===== src/rtl/uart_alu_pkt_parser.sv =====
// uart_alu_pkt_parser
// Parses byte-serial command packets from a UART receiver into a command
// header (opcode + total length) and a stream of little-endian 32-bit
// payload words for a downstream ALU.
//
// Packet: opcode, reserved, len LSB, len MSB, then len-4 payload bytes.
// Malformed headers raise a one-cycle err_o. Any payload that follows a
// malformed header is discarded.
//
// Ports
//   clk_i, rst_ni                  clock, asynchronous active-low reset
//   rx_data_i/rx_valid_i/rx_ready_o  byte input handshake
//   cmd_opcode_o/cmd_len_o/cmd_valid_o/cmd_ready_i  command header output
//   word_data_o/word_bytes_o/word_last_o/word_valid_o/word_ready_i
//                                  payload word output
//   err_o                          framing error pulse
module uart_alu_pkt_parser #(
    parameter logic [15:0] MAX_LEN = 16'd64
) (
    input  logic        clk_i,
    input  logic        rst_ni,
    input  logic [7:0]  rx_data_i,
    input  logic        rx_valid_i,
    output logic        rx_ready_o,
    output logic [7:0]  cmd_opcode_o,
    output logic [15:0] cmd_len_o,
    output logic        cmd_valid_o,
    input  logic        cmd_ready_i,
    output logic [31:0] word_data_o,
    output logic [2:0]  word_bytes_o,
    output logic        word_last_o,
    output logic        word_valid_o,
    input  logic        word_ready_i,
    output logic        err_o
);

    typedef enum logic [2:0] {HDR0, HDR1, HDR2, HDR3, CMD, PAYLOAD, DRAIN} state_t;

    state_t      state_q, state_d;
    logic [7:0]  opcode_q, opcode_d;
    logic [7:0]  lsb_q, lsb_d;
    logic [15:0] len_q, len_d;
    logic [15:0] cnt_q, cnt_d;
    logic [31:0] acc_q, acc_d;
    logic        cmd_valid_q, cmd_valid_d;
    logic        word_valid_q, word_valid_d;
    logic [31:0] word_data_q, word_data_d;
    logic [2:0]  word_bytes_q, word_bytes_d;
    logic        word_last_q, word_last_d;
    logic        err_q, err_d;
    // Keeps rx_ready_o low until the first clock edge after reset release.
    logic        live_q;

    logic [15:0] plen;
    logic [15:0] hdr_len;
    logic        rx_ready;
    logic        rx_fire;
    logic        word_fire;
    logic [1:0]  lane;

    function automatic logic hdr_ok(input logic [7:0] op, input logic [15:0] len);
        logic [15:0] pl;
        if (!(op == 8'hEC || op == 8'hA0 || op == 8'hA1 || op == 8'hA2)) return 1'b0;
        if (len < 16'd4 || len > MAX_LEN) return 1'b0;
        pl = len - 16'd4;
        // ALU operations need whole 32-bit operands, at least two of them.
        if (op != 8'hEC && (pl[1:0] != 2'b00 || pl < 16'd8)) return 1'b0;
        return 1'b1;
    endfunction

    assign plen      = len_q - 16'd4;
    assign hdr_len   = {rx_data_i, lsb_q};
    assign rx_fire   = rx_valid_i && rx_ready;
    assign word_fire = word_valid_q && word_ready_i;
    assign lane      = cnt_q[1:0];

    always_comb begin
        state_d      = state_q;
        opcode_d     = opcode_q;
        lsb_d        = lsb_q;
        len_d        = len_q;
        cnt_d        = cnt_q;
        acc_d        = acc_q;
        cmd_valid_d  = cmd_valid_q;
        word_valid_d = word_valid_q;
        word_data_d  = word_data_q;
        word_bytes_d = word_bytes_q;
        word_last_d  = word_last_q;
        err_d        = 1'b0;
        rx_ready     = 1'b0;

        if (word_fire) word_valid_d = 1'b0;

        case (state_q)
            HDR0: begin
                rx_ready = live_q;
                if (rx_fire) begin
                    opcode_d = rx_data_i;
                    state_d  = HDR1;
                end
            end
            HDR1: begin
                rx_ready = live_q;
                if (rx_fire) state_d = HDR2;
            end
            HDR2: begin
                rx_ready = live_q;
                if (rx_fire) begin
                    lsb_d   = rx_data_i;
                    state_d = HDR3;
                end
            end
            HDR3: begin
                rx_ready = live_q;
                if (rx_fire) begin
                    len_d = hdr_len;
                    cnt_d = 16'd0;
                    if (hdr_ok(opcode_q, hdr_len)) begin
                        cmd_valid_d = 1'b1;
                        state_d     = CMD;
                    end else begin
                        err_d = 1'b1;
                        // Nothing to drain when the length has no payload part.
                        state_d = (hdr_len <= 16'd4) ? HDR0 : DRAIN;
                    end
                end
            end
            CMD: begin
                if (cmd_valid_q && cmd_ready_i) begin
                    cmd_valid_d = 1'b0;
                    state_d     = (len_q == 16'd4) ? HDR0 : PAYLOAD;
                end
            end
            PAYLOAD: begin
                // Stop after the last payload byte so the next packet's
                // header is not swallowed while the final word is pending.
                rx_ready = live_q && (cnt_q != plen) && !(word_valid_q && !word_ready_i);
                if (rx_fire) begin
                    if (lane == 2'd0) acc_d = {24'd0, rx_data_i};
                    else              acc_d = acc_q | ({24'd0, rx_data_i} << {lane, 3'b000});
                    cnt_d = cnt_q + 16'd1;
                    if (lane == 2'd3 || cnt_q == plen - 16'd1) begin
                        word_valid_d = 1'b1;
                        word_data_d  = acc_d;
                        word_bytes_d = {1'b0, lane} + 3'd1;
                        word_last_d  = (cnt_q == plen - 16'd1);
                    end
                end
                if (word_fire && word_last_q) begin
                    cnt_d   = 16'd0;
                    state_d = HDR0;
                end
            end
            DRAIN: begin
                rx_ready = live_q;
                if (rx_fire) begin
                    cnt_d = cnt_q + 16'd1;
                    if (cnt_q == plen - 16'd1) begin
                        cnt_d   = 16'd0;
                        state_d = HDR0;
                    end
                end
            end
            default: state_d = HDR0;
        endcase
    end

    always_ff @(posedge clk_i or negedge rst_ni) begin
        if (!rst_ni) begin
            state_q      <= HDR0;
            opcode_q     <= 8'd0;
            lsb_q        <= 8'd0;
            len_q        <= 16'd0;
            cnt_q        <= 16'd0;
            acc_q        <= 32'd0;
            cmd_valid_q  <= 1'b0;
            word_valid_q <= 1'b0;
            word_data_q  <= 32'd0;
            word_bytes_q <= 3'd0;
            word_last_q  <= 1'b0;
            err_q        <= 1'b0;
            live_q       <= 1'b0;
        end else begin
            state_q      <= state_d;
            opcode_q     <= opcode_d;
            lsb_q        <= lsb_d;
            len_q        <= len_d;
            cnt_q        <= cnt_d;
            acc_q        <= acc_d;
            cmd_valid_q  <= cmd_valid_d;
            word_valid_q <= word_valid_d;
            word_data_q  <= word_data_d;
            word_bytes_q <= word_bytes_d;
            word_last_q  <= word_last_d;
            err_q        <= err_d;
            live_q       <= 1'b1;
        end
    end

    assign rx_ready_o   = rx_ready;
    assign cmd_opcode_o = opcode_q;
    assign cmd_len_o    = len_q;
    assign cmd_valid_o  = cmd_valid_q;
    assign word_data_o  = word_data_q;
    assign word_bytes_o = word_bytes_q;
    assign word_last_o  = word_last_q;
    assign word_valid_o = word_valid_q;
    assign err_o        = err_q;

endmodule

===== config.mk =====
export PLATFORM = sky130hd
export DESIGN_NAME = uart_alu_pkt_parser
export DESIGN_NICKNAME = d
export VERILOG_FILES = /design/src/rtl/uart_alu_pkt_parser.sv
export SDC_FILE = /design/constraint.sdc
export NUM_CORES = 1
export LEC_CHECK = 0
export ABC_AREA = 1
export BUFFER_PORTS_ARGS = -buffer_cell sky130_fd_sc_hd__buf_2
export CAP_MARGIN = 20
export CORE_MARGIN = 2
export CORE_UTILIZATION = 45
export CTS_CLUSTER_SIZE = 16
export DETAILED_ROUTE_END_ITERATION = 6
export PLACE_DENSITY_LB_ADDON = 0.05
export SLEW_MARGIN = 0
export SYNTH_ARGS = -nofsm -noshare
export SYNTH_HDL_FRONTEND = slang
export SYNTH_SLANG_ARGS = --single-unit

===== constraint.sdc =====
create_clock -name clk_i -period 3.4 [get_ports clk_i]
set_input_delay 0.17 -clock clk_i [delete_from_list [all_inputs] [get_ports clk_i]]
set_output_delay 0.17 -clock clk_i [all_outputs]
set_load 0.02 [all_outputs]

==> run metrics, run 1 <==
Yosys top cell area share 0.411; initial core utilization 0.456; vias per inst 5.07; Pins Over Slew Limit 0; Skew-Pair Late Insertion Delay 0.42 ns; final setup fails 0; via count 6825; Yosys reg bits 123; pwr/cell area 748 nW/µm²; Worst Path Max Fanout 22; Sw Ratio 0.444; die height 133 µm; GRT Overall Usage 0.241; Post-synth EDFFs 0; final hold slack 0.223 ns; Cell Area, Synth 7490 µm²; Area growth, synth to finish 15.9%; CTS Buf Count 17; CP Launch Type register; most common cell after layout, fill and taps aside nand2_1; Worst-Margin Slew 0.904 ns; Mapped Cells 1035; Design Area, Final 8680 µm²; Reg clk slew, reported paths 0.06 ns; clk buf depth 2; Cell variety after synth 44; DR WL/cell 15.0 µm; Worst Setup End Kind register; Power Total 6.49 mW; Clock power frac 0.272; share of cells above drive strength 1 0.166; internal power 3.61 mW; Leak 4.33 nW; Min-Delay Path Class in -> reg; Worst EP required 3.70 ns; Post-DP Area 8090 µm²; min Tclk post-route 3.01 ns; Final Non-Filler Cells 1347; area leader, netlist dfrtp_1; Post-Syn Nets 1057; post-CTS setup buffers 0; IO Pins 77; CTS tree built; Max Cap Viol 0; crit path kind reg -> reg; Sw Pwr 2.88 mW; core footprint 16400 µm²; gpl congestion 0.887; Worst VDD drop 0.452 mV; Arrival @ worst endpoint 3.31 ns; FFs w/ async S/R, synth 1.00; post-route ant nets 0; Die Width 133 µm; final wirelength 20200 µm; Sink Count 123; vias in the first global route 6472; 1st-iter DRT viols 635; Main synth FF type dfrtp_1; synth warn 0; FP Rows 47; number of port buffers 76; H-tree lvl count 4; RSZ-0062 raised after global routing false; DP Cell Count 1313; Max Clk Rate 333 MHz; GRT overflow 0; DR DRC count 0; Comb pwr share 0.420; sequential fraction of the synthesis area 0.411; Worst Skew 0.0140 ns; first-pass GRT wire length 33500 µm; antenna violations before repair 0; Filler cells 1599; Final Hold Viols 0; Relative slew margins 0.389; setup TNS 0 ns; Mean Syn Cell Area 7.23 µm²; Tcrit/Tclk final 0.884; Flop pwr share 0.309; top cells by area, synth dfrtp_1, nand2_1, o21ai_0; status finished, final reports clean; Final #Nets 1136; n_diodes 0; Detailed Place HPWL 14800 µm; commonest cells after routing, fill and taps aside nand2_1, dfrtp_1, inv_1; die area 17700 µm²; Root Buffer clkbuf_16; largest net degree at the start of global routing 65; First-pass DRT Iterations 5
[power by group through the flow]
| stage | Clock (mW) | Combinational, mW | Sequential, mW |
|---|---|---|---|
| after floorplan | 0 | 1.92 | 2.09 |
| after global placement | 0 | 2.71 | 2.03 |
| after detailed placement | 0 | 2.71 | 2.03 |
| after CTS | 1.80 | 2.73 | 2.01 |
| after global routing | 1.87 | 3.11 | 2.05 |
| final | 1.76 | 2.72 | 2.01 |
[cell type report]
| cell class | count | area [µm²] | area share |
|---|---|---|---|
| Clock buffer | 22 | 464 | 0.0535 |
| Clock inverter | 10 | 105 | 0.0121 |
| Inverter | 102 | 383 | 0.0441 |
| Multi-Input combinational cell | 776 | 3800 | 0.438 |
| Sequential cell | 123 | 3080 | 0.355 |
| Tap cell | 220 | 275 | 0.0317 |
| Timing Repair Buffer | 94 | 573 | 0.0660 |
[synthesized netlist by cell type (2+ instances only)]
cell,n
o21ai_0,87
nor2_1,80
xnor2_1,5
a21boi_0,2
nor3_1,41
ha_1,9
clkinv_1,5
inv_2,6
xor2_1,18
buf_4,4
buf_1,2
o21ai_1,33
o21bai_1,3
inv_1,91
dfrtp_1,123
a41oi_1,2
nand3_1,74
clkbuf_2,3
nor2_4,5
nand2_4,3
nand2_2,13
a21oi_1,6
nand2_1,331
nand4_1,16
clkbuf_1,7
buf_6,9
nand3_2,2
o21ai_2,25
nor2_2,7
buf_2,9
[path summary, 6_finish.rpt]
| check | startpoint | endpoint | slack (ns) | cells after the start |
|---|---|---|---|---|
| max in group asynchronous | rst_ni | word_data_o[8]$_DFFE_PN0P_ | 2.20 | 3 |
| min in group asynchronous | rst_ni | word_data_o[19]$_DFFE_PN0P_ | 0.37 | 2 |
| hold reg to reg | acc_q[6]$_DFFE_PN0P_ | acc_q[6]$_DFFE_PN0P_ | 0.47 | 2 |
| setup reg to reg | cmd_len_o[2]$_DFFE_PN0P_ | word_data_o[20]$_DFFE_PN0P_ | 0.39 | 20 |
| hold / removal | rx_valid_i | word_data_o[1]$_DFFE_PN0P_ | 0.22 | 5 |
| setup / recovery | cmd_len_o[2]$_DFFE_PN0P_ | word_data_o[20]$_DFFE_PN0P_ | 0.39 | 20 |
[worst max-delay path, cell delays in order (launching register included)]
cell,delay (ns)
dfrtp_1,0.39
inv_2,0.13
ha_1,0.32
inv_1,0.09
nand2_1,0.12
nand2_2,0.11
nand2_1,0.10
nand2_1,0.07
nand2_1,0.06
nand2_1,0.04
nor2_1,0.15
nand3_1,0.10
nor2_1,0.11
nand3_1,0.10
nor2_2,0.16
nand2_2,0.10
nand2_4,0.14
nand2_4,0.20
buf_12,0.24
nand2_1,0.08
o21ai_2,0.05
[logic make-up after synthesis]
logic type               Yosys count  synth area share
AND/OR/NAND/NOR                  581             0.340
AO/OA/AOI/OAI                    162             0.125
buffers and inverters            136            0.0812
flip-flops                       123             0.411
XOR/XNOR                          23            0.0269
adder cells (fa/ha/maj)            9            0.0150
other                              1          0.000501
[what timing repair did]
item	4_1_cts	5_1_grt
hold buffers	2	0
endpoints found under the hold margin	60	0
gates resized for setup	0	0
[registers in the layout (all words and copies together) (netlist names)]
| signal | count |
|---|---|
| cmd_valid_o | 1 |
| word_valid_o | 1 |
| word_data_o | 32 |
| state_q | 3 |
| cnt_q | 16 |
| live_q | 1 |
| lsb_q | 8 |
| word_last_o | 1 |
| err_o | 1 |
| cmd_len_o | 16 |
| acc_q | 32 |
| cmd_opcode_o | 8 |
| word_bytes_o | 3 |
[metal layers]
layer / wire length (µm) / global-route usage / part of all wire / up-vias
li1: - / - / - / 3510
met1: 9750 / 0.332 / 0.48 / 3145
met2: 9290 / 0.383 / 0.46 / 147
met3: 780 / 0.0464 / 0.039 / 23
met4: 328 / 0.0759 / 0.016 / 0
met5: 0 / 0 / 0 / -
[per-stage QoR]
step	util	setup slack, ns
2_1_floorplan	-	0.757
3_5_place_dp	0.493	0.410
5_1_grt	0.529	0.0246
4_1_cts	0.529	0.386
6_report	0.529	0.394
3_3_place_gp	0.493	0.440
Power figures use the tool's default switching activity.
==> run 2, diff against run 1 <==
==> constraint.sdc (replaced) <==
create_clock -name clk_i -period 3.69 [get_ports clk_i]
set_input_delay 0.1845 -clock clk_i [delete_from_list [all_inputs] [get_ports clk_i]]
set_output_delay 0.1845 -clock clk_i [all_outputs]
set_load 0.02 [all_outputs]
==> run 2 against run 1 <==
Via count is 0.19% lower. Clock power fell by 11%. Cell count fell by 0.37%. Maximum frequency decreased by 7.4%. First-iteration DRC count is 25% lower. Highest routed layer unchanged. Non-clock buffer count shrank 5. Critical path depth did not move. Sequential power is 7% lower. Total power down 9.2%. Combinational power down 9.2%. Final area fell by 0.78%.
==> run metrics, run 2 (same netlist as run 1, synthesis figures left out) <==
Sink Count 123; Final Hold Viols 0; RSZ-0062 raised after global routing false; worst-case reg-to-reg path depth 20; Worst-Margin Slew 1.04 ns; IO Pins 77; Skew-Pair Late Insertion Delay 0.42 ns; Most common cell on crit path nand2_1; FF-to-FF End word_data_o[29]$_DFFE_PN0P_; via count 6812; Root Buffer clkbuf_16; Relative slew margins 0.300; CTS Buf Count 17; share of cells above drive strength 1 0.163; 1st-iter DRT viols 477; Critical path origin cmd_len_o[2]$_DFFE_PN0P_; gpl congestion 0.882; die height 133 µm; CTS tree built; initial core utilization 0.456; final wirelength 19900 µm; WHS Endpoint acc_q[3]$_DFFE_PN0P_; Worst VDD drop 0.384 mV; number of port buffers 76; CP Cell Sequence inv_2 -> ha_1 -> inv_1 -> nand2_1 -> nand2_2 -> nand2_1 -> nand2_1 -> nand4_1 -> nor2_1 -> nand2_1 -> nor2_1 -> nand2_1 -> nand2_1 -> nand2_2 -> nand3_4 -> nor2_4 -> nand2_4 -> buf_4 -> nand2_1 -> o21ai_2; first-pass GRT wire length 32900 µm; Filler cells 1625; vias per inst 5.08; Worst Skew 0.00896 ns; H-tree lvl count 4; DR DRC count 0; vias in the first global route 6398; worst min-delay path startpoint rx_valid_i; GRT Overall Usage 0.235; largest net degree at the start of global routing 73; Max Clk Rate 308 MHz; core footprint 16400 µm²; DR WL/cell 14.8 µm; Worst Setup End Kind register; RR Startpoint cmd_len_o[2]$_DFFE_PN0P_; most common cell after layout, fill and taps aside nand2_1; Min-Delay Path Class in -> reg; Worst Path Max Fanout 25; final setup fails 0; clk buf depth 2; pwr/cell area 685 nW/µm²; CP Launch Type register; n_diodes 0; Max Cap Viol 0; Leak 4.29 nW; Tcrit/Tclk final 0.880; die area 17700 µm²; Hold Path Depth 5; Pins Over Slew Limit 0; Area growth, synth to finish 15.0%; commonest cells after routing, fill and taps aside nand2_1, dfrtp_1, inv_1; Worst EP required 3.99 ns; min Tclk post-route 3.25 ns; utilization after layout 0.525; Arrival @ worst endpoint 3.54 ns; Slowest Stage Delay on Critical Path 0.49 ns; setup TNS 0 ns; First-pass DRT Iterations 5; Post-CTS Resized 0; post-route ant nets 0; Detailed Place HPWL 14600 µm; Die Width 133 µm; worst path buffer plus inverter count 3; Final #Nets 1131; status finished, final reports clean; antenna violations before repair 0; Reg clk slew, reported paths 0.06 ns; R2R Setup Slk 0.44 ns; delay-heaviest family, CP simple AND/OR/NAND/NOR gates; crit path kind reg -> reg; GRT overflow 0; FP Rows 47; CP max-delay cell dfrtp_1
[run 2: where the power goes]
group	internal (mW)	total [mW]	switching (mW)	leakage, nW
Combinational	0.788	2.47	1.68	2.36
Sequential	1.55	1.87	0.315	1.66
Clock	0.928	1.56	0.633	0.260
Total	3.27	5.90	2.63	4.29
[run 2: stage by stage]
step	cell area (µm²)	hold slack [ns]	setup slack (ns)	instances	power, mW
5_1_grt	8610	0.282	0.0587	1342	6.37
6_report	8610	0.252	0.444	1342	5.90
4_1_cts	8610	0.245	0.431	1342	5.93
3_5_place_dp	8040	0.264	0.450	1308	4.35
2_1_floorplan	7490	-0.111	1.05	1035	3.69
3_3_place_gp	8040	0.266	0.543	1308	4.33
[run 2: timing repair]
| item | CTS | global route |
|---|---|---|
| endpoints found under the hold margin | 52 | 0 |
| hold buffers | 2 | 0 |
| setup buffers | 0 | 0 |
[run 2: layer usage]
| layer | track usage | part of all wire | routed length (µm) |
|---|---|---|---|
| met5 | 0 | 0 | 0 |
| met2 | 0.367 | 0.46 | 9100 |
| met3 | 0.0406 | 0.044 | 880 |
| met1 | 0.335 | 0.48 | 9540 |
| met4 | 0.0699 | 0.017 | 333 |
[run 2: tightest hold or removal path: stages]
cell and delay (ns):
buf_2 0.13, nand3_4 0.11, nor2_4 0.09, nand2_1 0.07, nand2_1 0.05
[run 2: worst max path at each step]
stage / end / slack [ns] / cells after the start
after global placement: word_data_o[10]$_DFFE_PN0P_ / 0.54 / 20
after floorplan: word_data_o[26]$_DFFE_PN0P_ / 1.05 / 17
after CTS: word_data_o[29]$_DFFE_PN0P_ / 0.43 / 20
after global routing: word_data_o[10]$_DFFE_PN0P_ / 0.06 / 20
final: word_data_o[29]$_DFFE_PN0P_ / 0.44 / 20
after detailed placement: word_data_o[31]$_DFFE_PN0P_ / 0.45 / 20
[run 2: final cells by class]
cell class	count	area [µm²]	area share
Multi-Input combinational cell	776	3800	0.441
Sequential cell	123	3080	0.357
Timing Repair Buffer	89	523	0.0607
Clock buffer	19	433	0.0503
Inverter	102	383	0.0445
Tap cell	220	275	0.0320
Clock inverter	13	119	0.0138
==> run 3, diff against run 2 <==
--- a/config.mk
+++ b/config.mk
@@ -8,6 +8,9 @@
 export ABC_AREA = 1
 export BUFFER_PORTS_ARGS = -buffer_cell sky130_fd_sc_hd__buf_2
 export CAP_MARGIN = 20
+export CELL_PAD_IN_SITES_DETAIL_PLACEMENT = 1
+export CELL_PAD_IN_SITES_GLOBAL_PLACEMENT = 1
+export CORE_ASPECT_RATIO = 0.8
 export CORE_MARGIN = 2
 export CORE_UTILIZATION = 45
 export CTS_CLUSTER_SIZE = 16
==> run 3 against run 2 <==
Final area up 0.45%. Total power up 3.3%. Clock power up 4%. First-iteration DRC count up 3.4%. Routed wire length up 19%. Clock-buffer cell count down 1. Worst setup slack worse by 0.083 ns. Global-route usage up 4.3 points. Hold slack better by 0.037 ns. Critical path depth down 2. Non-clock buffer count up 2. Critical path type unchanged. Largest cell class unchanged.
==> run metrics, run 3 (same netlist as run 1, synthesis figures left out) <==
GRT overflow 0; n_diodes 0; Worst-Margin Slew 0.977 ns; Final Hold Viols 0; post-CTS setup buffers 0; Worst VDD drop 0.444 mV; Worst Skew 0.00991 ns; 1st-iter DRT viols 493; Relative slew margins 0.349; DR DRC count 0; IO Pins 77; final setup fails 0; die height 119 µm; core footprint 16400 µm²; Tcrit/Tclk final 0.902; Die Width 148 µm; H-tree lvl count 4; Worst Path Max Fanout 61; GRT Overall Usage 0.278; via count 7251; Pins Over Slew Limit 0; area of the multi-input gates 3800 µm²; number of port buffers 76; Worst EP required 3.99 ns; First-pass DRT Iterations 6; Sink Count 123; DR WL/cell 17.6 µm; final hold slack 0.289 ns; largest net degree at the start of global routing 76; Root Buffer clkbuf_16; antenna violations before repair 1; Detailed Place HPWL 17200 µm; FP Rows 42; CTS Buf Count 17; commonest cells after routing, fill and taps aside nand2_1, dfrtp_1, inv_1; Skew-Pair Late Insertion Delay 0.42 ns; final wirelength 23600 µm; vias in the first global route 7276; final setup margin 0.361 ns; setup TNS 0 ns; Final #Nets 1133; RSZ-0062 raised after global routing false; CP Launch Type register; Max Cap Viol 0; Area growth, synth to finish 15.5%; Min-Delay Path Class in -> reg; Leak 4.31 nW; hold buffer count at cts 2; initial core utilization 0.457; Power Total 6.09 mW; min Tclk post-route 3.33 ns; Max Clk Rate 300 MHz; vias per inst 5.40; Reg clk slew, reported paths 0.06 ns; Arrival @ worst endpoint 3.63 ns; post-placement setup slack 0.471 ns; Filler cells 2172; share of cells above drive strength 1 0.166; clk buf depth 2; Design Area, Final 8650 µm²; most common cell after layout, fill and taps aside nand2_1; die area 17700 µm²; Post-DP Area 8050 µm²; CTS tree built; Post-CTS Resized 0; pwr/cell area 705 nW/µm²; crit path kind reg -> reg; status finished, final reports clean; Reg area 3080 µm²; first-pass GRT wire length 38600 µm; gpl congestion 0.894; post-route ant nets 0; Worst Setup End Kind register
## run 3: cell count changes in the layout (fill, tap and decap cells not counted)
| cell | previous run | this run |
|---|---|---|
| buf_4 | 9 | 11 |
| clkbuf_1 | 2 | 0 |
| clkbuf_8 | 0 | 1 |
| clkinv_2 | 3 | 1 |
| clkinv_4 | 2 | 5 |
| clkinvlp_4 | 4 | 3 |
| inv_6 | 3 | 4 |
## run 3: power by group
| group | internal [mW] | switching (mW) |
|---|---|---|
| clock | 0.955 | 0.673 |
| combinational | 0.796 | 1.81 |
| sequential | 1.55 | 0.305 |
| total | 3.30 | 2.79 |
## run 3: cell type report
class / instances / area share
clock buffers: 18 / 0.0508
clock inverters: 14 / 0.0158
inverters: 102 / 0.0443
multi-input cells: 776 / 0.439
flip-flops and latches: 123 / 0.356
well taps: 220 / 0.0318
repair buffers: 91 / 0.0622
## run 3: path summary, 6_finish.rpt
kind / start / to / slack (ns) / depth (start not counted)
worst min-delay path: rx_data_i[7] / lsb_q[7]$_DFFE_PN0P_ / 0.29 / 3
worst max register to register: cmd_len_o[2]$_DFFE_PN0P_ / word_data_o[14]$_DFFE_PN0P_ / 0.36 / 18
min in group asynchronous: rst_ni / word_data_o[27]$_DFFE_PN0P_ / 0.47 / 2
worst min register to register: acc_q[7]$_DFFE_PN0P_ / acc_q[7]$_DFFE_PN0P_ / 0.47 / 2
worst max-delay path: cmd_len_o[2]$_DFFE_PN0P_ / word_data_o[14]$_DFFE_PN0P_ / 0.36 / 18
max in group asynchronous: rst_ni / cmd_len_o[15]$_DFFE_PN0P_ / 2.40 / 3
## run 3: routing by layer
layer  part of all wire  global-route usage
met1               0.49               0.417
met2               0.44               0.421
met3              0.055              0.0490
met4              0.013              0.0619
met5            0.00055                   0
## run 3: worst max-delay path, stage by stage, from the launching register on
cell     delay, ns
dfrtp_1       0.49
inv_2         0.18
ha_1          0.35
inv_1         0.11
nand2_1       0.13
nand2_2       0.11
nor2_2        0.24
nand3_1       0.12
nand2_1       0.09
nand3_1       0.09
nor2_1        0.16
nand3_1       0.11
nor2_2        0.24
nand2_2       0.13
nand2_4       0.16
nand2_4       0.07
buf_12        0.19
nand2_1       0.12
o21ai_2       0.05
## run 3: stage by stage
stage / utilization / std cells
after floorplan: - / 1035
after global placement: 0.491 / 1310
after detailed placement: 0.491 / 1310
after CTS: 0.528 / 1344
after global routing: 0.528 / 1344
final: 0.528 / 1344
